### config.mk
export PLATFORM = sky130hd
export DESIGN_NAME = busca_instrucao
export DESIGN_NICKNAME = d
export VERILOG_FILES = /design/src/rtl/busca_instrucao_pkg.sv /design/src/rtl/busca_instrucao_calculo_desvio.sv /design/src/rtl/busca_instrucao.sv
export SDC_FILE = /design/constraint.sdc
export NUM_CORES = 1
export LEC_CHECK = 0
export ABC_AREA = 1
export CAP_MARGIN = 5
export CORE_UTILIZATION = 54
export DETAILED_ROUTE_END_ITERATION = 8
export GPL_TIMING_DRIVEN = 0
export PLACE_DENSITY = 0.87
export SLEW_MARGIN = 15
export SYNTH_ARGS = -nofsm -noshare
export SYNTH_HDL_FRONTEND = slang
export SYNTH_SLANG_ARGS = --single-unit
### constraint.sdc
create_clock -name clock -period 7.4 [get_ports clock]
set_input_delay 2.22 -clock clock [delete_from_list [all_inputs] [get_ports clock]]
set_output_delay 2.22 -clock clock [all_outputs]
set_load 0.05 [all_outputs]
### src/rtl/busca_instrucao_pkg.sv
// Shared definitions for the fetch unit and the decoder: state encoding,
// word geometry and the branch offset conversion.
package busca_instrucao_pkg;

   localparam int LARGURA_INSTR = 32;
   localparam int BYTES_PALAVRA = 4;

   typedef enum logic {
      BUSCA = 1'b0,
      FIM   = 1'b1
   } estado_t;

   // Signed word offset -> signed byte offset, 32-bit two's complement.
   function automatic logic [31:0] offset_em_bytes(input logic [15:0] offset_palavras);
      return {{14{offset_palavras[15]}}, offset_palavras, 2'b00};
   endfunction

endpackage

### src/rtl/busca_instrucao_calculo_desvio.sv
// Branch target: the word after the branch plus the signed word offset,
// with 32-bit wrap-around.
module calculo_desvio
   import busca_instrucao_pkg::*;
(
   input  logic [31:0] pc_ir,
   input  logic [15:0] desvio_offset,
   output logic [31:0] alvo
);

   always_comb begin
      alvo = pc_ir + 32'(BYTES_PALAVRA) + offset_em_bytes(desvio_offset);
   end

endmodule

### src/rtl/busca_instrucao.sv
// Instruction fetch unit: streams words from a combinational instruction
// memory into a one-deep ir register, follows taken branches, stops at end of memory.
module busca_instrucao
   import busca_instrucao_pkg::*;
#(
   parameter int          NUM_PALAVRAS = 32,
   parameter logic [31:0] PC_INICIAL   = 32'd0
) (
   input  logic        clock,
   input  logic        reset,
   output logic [31:0] endereco,
   input  logic [31:0] instrucao,
   output logic [31:0] ir,
   output logic [31:0] pc_ir,
   output logic        ir_valido,
   input  logic        ir_pronto,
   input  logic        desvio,
   input  logic [15:0] desvio_offset,
   output logic        terminou
);

   localparam logic [31:0] LIMITE = 32'(NUM_PALAVRAS * BYTES_PALAVRA);

   estado_t     estado_q, estado_d;
   logic [31:0] pc_q, pc_d;
   logic [31:0] ir_q, ir_d;
   logic [31:0] pc_ir_q, pc_ir_d;
   logic        ir_valido_q, ir_valido_d;
   logic        terminou_q, terminou_d;

   logic        aceite;
   logic        slot_busca;
   logic [31:0] alvo;

   calculo_desvio u_calculo_desvio (
      .pc_ir         (pc_ir_q),
      .desvio_offset (desvio_offset),
      .alvo          (alvo)
   );

   assign aceite     = ir_valido_q && ir_pronto;
   assign slot_busca = !ir_valido_q || aceite;

   // NOTE: every _d gets a hold default before the case, so no path leaves
   // a variable unassigned and no latch is inferred; blocking '=' is correct here.
   always_comb begin
      estado_d    = estado_q;
      pc_d        = pc_q;
      ir_d        = ir_q;
      pc_ir_d     = pc_ir_q;
      ir_valido_d = ir_valido_q;
      terminou_d  = terminou_q;

      case (estado_q)
         BUSCA: begin
            // A taken branch wins over the sequential fetch and over the
            // end-of-memory check; the target is range-checked on the next slot.
            if (aceite && desvio) begin
               pc_d        = alvo;
               ir_valido_d = 1'b0;
            end else if (slot_busca) begin
               if (pc_q < LIMITE) begin
                  ir_d        = instrucao;
                  pc_ir_d     = pc_q;
                  ir_valido_d = 1'b1;
                  pc_d        = pc_q + 32'(BYTES_PALAVRA);
               end else begin
                  estado_d    = FIM;
                  ir_valido_d = 1'b0;
                  terminou_d  = 1'b1;
               end
            end
         end
         FIM: begin
            ir_valido_d = 1'b0;
            terminou_d  = 1'b1;
         end
      endcase
   end

   // NOTE: reset is synchronous, so it sits inside the clocked block rather
   // than in the sensitivity list; state updates use non-blocking '<='.
   always_ff @(posedge clock) begin
      if (reset) begin
         estado_q    <= BUSCA;
         pc_q        <= PC_INICIAL;
         ir_q        <= '0;
         pc_ir_q     <= '0;
         ir_valido_q <= 1'b0;
         terminou_q  <= 1'b0;
      end else begin
         estado_q    <= estado_d;
         pc_q        <= pc_d;
         ir_q        <= ir_d;
         pc_ir_q     <= pc_ir_d;
         ir_valido_q <= ir_valido_d;
         terminou_q  <= terminou_d;
      end
   end

   assign endereco  = pc_q;
   assign ir        = ir_q;
   assign pc_ir     = pc_ir_q;
   assign ir_valido = ir_valido_q;
   assign terminou  = terminou_q;

endmodule
* Word level (Yosys, flattened, before mapping)
Index checks and enable logic that the tools add are counted. Widths: inputs -> output; s select.
Storage, ports and cells: bits in registers 99, latch bits 0, RAM bits 0, bits in read-only memories 0, bits of input ports 52, output and inout port bits 98, logic and storage cells 40, memories kept 0
Operators by class: add/sub/neg operators 3, multipliers 0, divide/modulo/power cells 0, magnitude comparators 1, eq/ne operators 4, shift-type cells 0, multiplexer cells 15, bitwise gates (word level) 2, reduce and logical (&&, ||, !) cells 9
Operators by type and width (count):
- $mux 32 | 3
- $add 32x3->32 const B | 2
- $add 32x32->32 | 1
- $lt 32x8->1 const B | 1
- $mux 1 | 10
- $ne 2x2->1 const B | 3
- $reduce_and 3->1 | 2
- $pmux 1 s2 | 2
- $reduce_and 4->1 | 1
- $reduce_bool 2->1 | 2
- $ne 3x3->1 const B | 1
- $logic_and 1x1->1 | 2
- $not 1->1 | 2
- $logic_not 1->1 | 1
- $logic_or 1x1->1 | 1

* Depth between registers and ports, before layout
Gate-level depths: netlist of the first run.
word-level depth 5, depth in mapped cells 16, mapped depth without buffers 16

* By module
From an unflattened synthesis of the first run, not the netlist that was laid out.
Second synthesis, totals: cells, all modules 1150, area, all modules 7269.5 um2
Modules (own cells, without submodules):
- busca_instrucao | times used 1, cells each 673, area an instance 4705.8 um2
- calculo_desvio | times used 1, cells each 477, area an instance 2563.7 um2

* Least setup slack after synthesis of the first run
Ideal clock, no wire load.
kind input port to flip-flop, start point in desvio_offset[1], end point reg pc_q[31] (netlist: endereco[31]), library setup time 0.070 ns, data arrival time 3.954 ns, data required time 7.330 ns, setup slack 3.376 ns, cell stages on the path 14, buffers on the path 0, cell sequence ha_1 -> ha_1 -> fa_1 -> nand3_1 -> nand3_1 -> nand2_1 -> nand2_1 -> nand2_1 -> nand2_1 -> nand2_1 -> nand2_1 -> nand2_1 -> nand3_1 -> a21oi_1
Between the ends: longest elaborated chain between the ends 2
RTL lines:
- from (decl) | line busca_instrucao.sv:18 | input logic [15:0] desvio_offset,
- $add 32x32->32 | line busca_instrucao_calculo_desvio.sv:12 | alvo = pc_ir + 32'(BYTES_PALAVRA) + offset_em_bytes(desvio_offset);
- $mux 32 | line busca_instrucao.sv:58 | if (aceite && desvio) begin
- to (signal assigned) | line busca_instrucao.sv:93 | pc_q <= pc_d;
- to (decl) | line busca_instrucao.sv:25 | logic [31:0] pc_q, pc_d;
Every way passes these cells. A chain may end at the register's enable or synchronous reset.

* Final worst setup path of the first run
start point in desvio_offset[15], end point reg pc_q[31] (netlist: endereco[31])
The elaborated chain is that of the path after synthesis.

==> results_dict.tcl, run 1 <==
set metrics [dict create \
    antenna_found_initial 0 \
    finClkSkew_ns 0.0146 \
    die_h_um 107 \
    synth_nets 965 \
    insertion_delay_ns 0.38 \
    ctsHtreeMaxLevel 3 \
    drtPass1Iterations 5 \
    ff2ff_setup_slack_ns 4.85 \
    synth.area.top_cells "dfxtp_1, ha_1, nand2_1" \
    crit_fanout 15 \
    cts_setup_buffers 0 \
    worstReg2RegStart "pc_ir[3]" \
    drive_gt1_frac 0.0500 \
    crit_path_end_kind "register" \
    maxSlewHeadroom 0.602 \
    vias 6173 \
    power.density_mw_per_mm2 246 \
    num_rows 37 \
    yosysTopAreaCell "dfxtp_1" \
    finalCriticalPeriod_ns 4.73 \
    slew_violations 0 \
    portBuffers 149 \
    arrival_ns 5.04 \
    cts_root_buffer "clkbuf_8" \
    cts_tree "yes" \
    synth_top_area_frac 0.336 \
    hold_viol 0 \
    max_freq_ghz 0.211 \
    drt-total-wl_mm 16.8 \
    start_util 0.564 \
    avgSynthCellArea_um2 6.91 \
    cts.clk_slew.worst_paths_ns 0.08 \
    grt_pass1_vias 5483 \
    yosysWarnings 0 \
    critPathKind "input port to register" \
    numCtsBuffers 9 \
    yosysSeqAreaShare 0.336 \
    fin_nets 1125 \
    antennaDiodeCount 0 \
    dpl_cell_area_mm2 0.00756 \
    drt-initial-drc-count 469 \
    fin_crit_sh 0.640 \
    area_growth_pct 31.4 \
    fin_tns_setup_ns 0 \
    grt_overflow_total 0 \
    min_path_type "register to register" \
    dp_hpwl_mm 13.3 \
    postRouteAntennaNets 0 \
    core_area_mm2 0.0105 \
    status "complete, no violations" \
    ys_ff_latch 99 \
    die_w_um 107 \
    vdd_ir_drop_max_mv 0.177 \
    grt_pass1_wl_mm 26.8 \
    clock-sinks 99 \
    tightest_slew_ns 0.596 \
    place_congestion 0.926 \
    grt_max_degree 17 \
    p_leak_uw 0.00349 \
    cap_violations 0 \
    syn_area_mm2 0.00590 \
    crit_path_start "desvio_offset[15]" \
    reg2reg_depth 11 \
    drc 0 \
    viasPerCell 5.34 \
    cts_resized 0 \
    track_usage 0.300 \
    hold_buffers 0 \
    crit_end "endereco[31]" \
    crit_path_start_kind "input port" \
    ios 150 \
    ys_types 38 \
    synth_cells 854 \
    crit_required_ns 7.71 \
    n_fill_cell 884 \
    clockBufferDepth 2 \
    timing.rr.end "endereco[15]" \
    setup_viol 0 \
    dieArea_mm2 0.0113 \
    finalInstanceArea_mm2 0.00775 \
    wire_per_inst_um 14.5 \
    rsz0062_at_grt "false" \
]
## through the flow
step	setup slack [ns]	cells	hold slack, ns	total power, uW	util
2_1_floorplan	3.38	854	0.635	1300	-
3_3_place_gp	2.35	1139	0.446	1560	0.723
3_5_place_dp	2.34	1139	0.454	1580	0.723
4_1_cts	2.73	1155	0.469	1910	0.740
5_1_grt	2.41	1155	0.485	2020	0.740
6_report	2.67	1155	0.467	1910	0.740
## placed cells by master, fill, tap and decap left out, types with 10 or more instances in the layout
master / n
nand3_1: 44
nor3_1: 10
o21ai_0: 73
dfxtp_1: 99
clkbuf_8: 11
xor2_1: 10
ha_1: 58
inv_1: 77
nand2_1: 185
o21ai_1: 12
clkdlybuf4s50_1: 149
nand4_1: 11
clkbuf_1: 13
a21oi_1: 59
nor2_1: 147
## how the worst min path moves through the flow
stage / cells past startpoint / from / to / slack, ns
2_1_floorplan: 3 / estado_q / endereco[29] / 0.64
3_3_place_gp: 2 / terminou / terminou / 0.45
3_5_place_dp: 2 / pc_ir[16] / pc_ir[16] / 0.45
4_1_cts: 2 / pc_ir[16] / pc_ir[16] / 0.47
5_1_grt: 2 / pc_ir[14] / pc_ir[14] / 0.49
6_report: 2 / pc_ir[16] / pc_ir[16] / 0.47
## registers in the layout, summed over array words and instances (netlist names)
name / count
endereco: 32
ir: 32
terminou: 1
estado_q: 1
pc_ir: 32
ir_valido: 1
## power breakdown
group	internal, uW	total [uW]	switching (uW)
sequential	606	661	55.0
clock	143	335	192
combinational	307	909	602
## cell families (layout without fill, tap and decap cells)
| family | after synthesis | in the layout | share of synthesized area |
|---|---|---|---|
| AOI/OAI and AO/OA | 163 | 163 | 0.150 |
| xor gates and xnor gates | 10 | 10 | 0.0148 |
| adders and majority gates | 59 | 59 | 0.126 |
| buffers and inverters | 110 | 275 | 0.0789 |
| DFF | 99 | 99 | 0.336 |
| muxes | 1 | 1 | 0.00170 |
| and+or+nand+nor | 412 | 412 | 0.292 |
## routing by layer
metal  share of wire  wire, um  track usage  vias to the layer above
met5               0         0            0                        -
met4           0.017       278        0.105                        0
met3           0.076      1280       0.0540                       27
met2            0.45      7560        0.462                      242
met1            0.46      7680        0.420                     2782
li1                -         -            -                     3122
## synthesized netlist by cell type
| library cell | count |
|---|---|
| inv_1 | 77 |
| o211ai_1 | 2 |
| buf_2 | 4 |
| a21boi_0 | 1 |
| nand2_1 | 185 |
| clkbuf_1 | 12 |
| o21a_1 | 1 |
| o22ai_1 | 1 |
| nor2_8 | 1 |
| a31oi_2 | 3 |
| o21ai_1 | 12 |
| a21o_1 | 1 |
| a21oi_1 | 59 |
| a21oi_2 | 7 |
| o21ai_0 | 73 |
| nor4_1 | 2 |
| xor2_1 | 10 |
| buf_4 | 5 |
| o32ai_1 | 1 |
| nor2_4 | 1 |
| dfxtp_1 | 99 |
| nor3_1 | 10 |
| nand4_1 | 11 |
| and2_1 | 1 |
| buf_6 | 3 |
| inv_2 | 4 |
| or2_2 | 1 |
| clkbuf_2 | 3 |
| buf_1 | 1 |
| nand3_1 | 44 |
| fa_1 | 1 |
| nand2_4 | 3 |
| o21bai_1 | 2 |
| mux2i_1 | 1 |
| nor2_1 | 147 |
| inv_4 | 1 |
| ha_1 | 58 |
| nand3b_1 | 6 |
## area by class of cell
class	instances	area, um2	share of cell area
multi-input cells	645	3450	0.445
clock buffers	12	155	0.0200
clock inverters	4	32.5	0.00420
repair buffers	149	1490	0.193
plain buffers	28	155	0.0200
well taps	136	170	0.0220
flip-flops and latches	99	1980	0.256
inverters	82	310	0.0401
## worst max-delay path: stages
cell             delay [ns]
clkdlybuf4s50_1        0.84
ha_1                   0.35
ha_1                   0.39
nand2_1                0.14
inv_1                  0.08
a21oi_1                0.25
o21ai_0                0.17
a21oi_1                0.20
nand2_1                0.07
nand2_1                0.06
nand3_1                0.11
a21oi_1                0.16
Power figures use the tool's default switching activity.
==> inputs of run 2 (changes only) <==
Settings changed: CORE_UTILIZATION 54 to 50, PLACE_DENSITY 0.87 to 0.81.
Clock period 7.4 ns to 4.9 ns, I/O delays scaled along.
==> run 2 against run 1 <==
  * Non-clock buffer count did not move
  * Final cell count increased by 0.61%
  * Cell area is 1.9% higher
  * Critical endpoint is now endereco[25]
  * Wire length rose by 1.5%
  * Flip-flop and latch count unchanged
==> results_dict.tcl, run 2 (synthesis gave the netlist of run 1 again) <==
set metrics [dict create \
    slew_violations 0 \
    crit_chain "clkdlybuf4s50_1 -> ha_1 -> ha_1 -> nand2_1 -> nor2_1 -> inv_1 -> nor3_1 -> nand3_1 -> nand3_1 -> nand2_1 -> nand3_1 -> a21oi_2" \
    numCtsBuffers 9 \
    crit_path_max_incr_delay_ns 0.84 \
    finalCriticalPeriod_ns 4.00 \
    hold_buffers 0 \
    p_sw_frac 0.427 \
    finClkSkew_ns 0.00754 \
    cts_resized 0 \
    antenna_found_initial 0 \
    setup_viol 0 \
    n_fill_cell 1009 \
    drive_gt1_frac 0.0510 \
    power.density_mw_per_mm2 398 \
    portBuffers 149 \
    die_w_um 111 \
    cts.clk_slew.worst_paths_ns 0.07 \
    insertion_delay_ns 0.36 \
    cts_root_buffer "clkbuf_16" \
    grt_pass1_wl_mm 27.6 \
    clock-sinks 99 \
    fin_nets 1125 \
    crit_path_start_kind "input port" \
    clkPwrFrac 0.245 \
    finalInstanceArea_mm2 0.00789 \
    arrival_ns 4.25 \
    max_freq_ghz 0.250 \
    drtPass1Iterations 5 \
    comb_power_share 0.438 \
    fin_tns_setup_ns 0 \
    viasPerCell 5.23 \
    grt_max_degree 19 \
    dieArea_mm2 0.0122 \
    cts_tree "yes" \
    hold_viol 0 \
    drc 0 \
    core_area_mm2 0.0115 \
    final_common_cell "nand2_1" \
    crit_path_end_kind "register" \
    wire_per_inst_um 14.7 \
    finalPower_uw 3140 \
    drt-initial-drc-count 495 \
    dp_hpwl_mm 13.3 \
    track_usage 0.282 \
    start_util 0.514 \
    internal_power_uw 1800 \
    reg2reg_depth 14 \
    cap_violations 0 \
    crit_fanout 15 \
    min_path_cells 2 \
    num_rows 39 \
    die_h_um 111 \
    ctsHtreeMaxLevel 3 \
    maxSlewHeadroom 0.613 \
    fin_crit_sh 0.817 \
    ios 150 \
    rsz0062_at_grt "false" \
    vdd_ir_drop_max_mv 0.349 \
    min_path_type "register to register" \
    mostFrequentLayoutCells "nand2_1, clkdlybuf4s50_1, nor2_1" \
    area_growth_pct 33.8 \
    drt-total-wl_mm 17.1 \
    dpl_cell_area_mm2 0.00757 \
    status "complete, no violations" \
    antennaDiodeCount 0 \
    place_congestion 0.907 \
    vias 6080 \
    pwr-share-seq 0.317 \
    crit_required_ns 5.15 \
    cpMaxStageDelayCell "clkdlybuf4s50_1" \
    critPathKind "input port to register" \
    clockBufferDepth 2 \
    fin_util 0.688 \
    grt_pass1_vias 5451 \
    cts_setup_buffers 0 \
    tightest_slew_ns 0.578 \
    p_leak_uw 0.00356 \
    grt_overflow_total 0 \
    power.switching_uw 1340 \
    path_common_cell "nand3_1" \
    postRouteAntennaNets 0 \
]
## run 2: changes by cell type in the layout (fill, tap and decap cells not counted), sizes merged
cell,previous run,this run
inv,83,84
bufinv,0,1
clkinvlp,2,0
clkinv,1,3
clkbuf,27,25
## run 2: power groups by stage
| stage | registers, uW | logic [uW] | clock network, uW |
|---|---|---|---|
| after floorplan | 1340 | 618 | 0 |
| after global placement | 1010 | 1350 | 0 |
| after detailed placement | 1010 | 1370 | 0 |
| after CTS | 995 | 1380 | 774 |
| after global routing | 1010 | 1490 | 806 |
| final | 996 | 1380 | 769 |
## run 2: layout make-up
| type | instances | area, um2 | share of cell area |
|---|---|---|---|
| Buffer | 28 | 155 | 0.0197 |
| Clock buffer | 10 | 239 | 0.0303 |
| Clock inverter | 6 | 83.8 | 0.0106 |
| Inverter | 82 | 310 | 0.0393 |
| Multi-Input combinational cell | 645 | 3450 | 0.437 |
| Sequential cell | 99 | 1980 | 0.251 |
| Tap cell | 143 | 179 | 0.0227 |
| Timing Repair Buffer | 149 | 1490 | 0.189 |
## run 2: worst paths after layout
kind | start | end | slack (ns)
worst min-delay path | pc_ir[29] | pc_ir[29] | 0.46
worst max-delay path | desvio_offset[15] | endereco[25] | 0.90
worst max register to register | pc_ir[3] | endereco[23] | 2.38
worst min register to register | pc_ir[29] | pc_ir[29] | 0.46
## run 2: metrics by stage
step	hold slack, ns	worst slack [ns]	cells
floorplan	0.635	1.63	854
global placement	0.448	0.610	1146
detailed placement	0.452	0.585	1146
CTS	0.464	0.952	1162
global route	0.481	0.660	1162
finish	0.465	0.897	1162
## run 2: layer usage
metal  up-vias  GRT usage  routed length, um  share of wire
met3        24     0.0368                984          0.058
li1       3126          -                  -              -
met2       205      0.434               7530           0.44
met1      2725      0.401               8190           0.48
met5         -          0                  0              0
met4         0      0.101                346          0.020
## run 2: worst max-delay path: cells and delay by family
family / cells / cell delay (ns)
simple gates: 7 / 1.06
fa+ha+maj: 2 / 0.75
buf+inv: 2 / 0.91
compound gates: 1 / 0.06
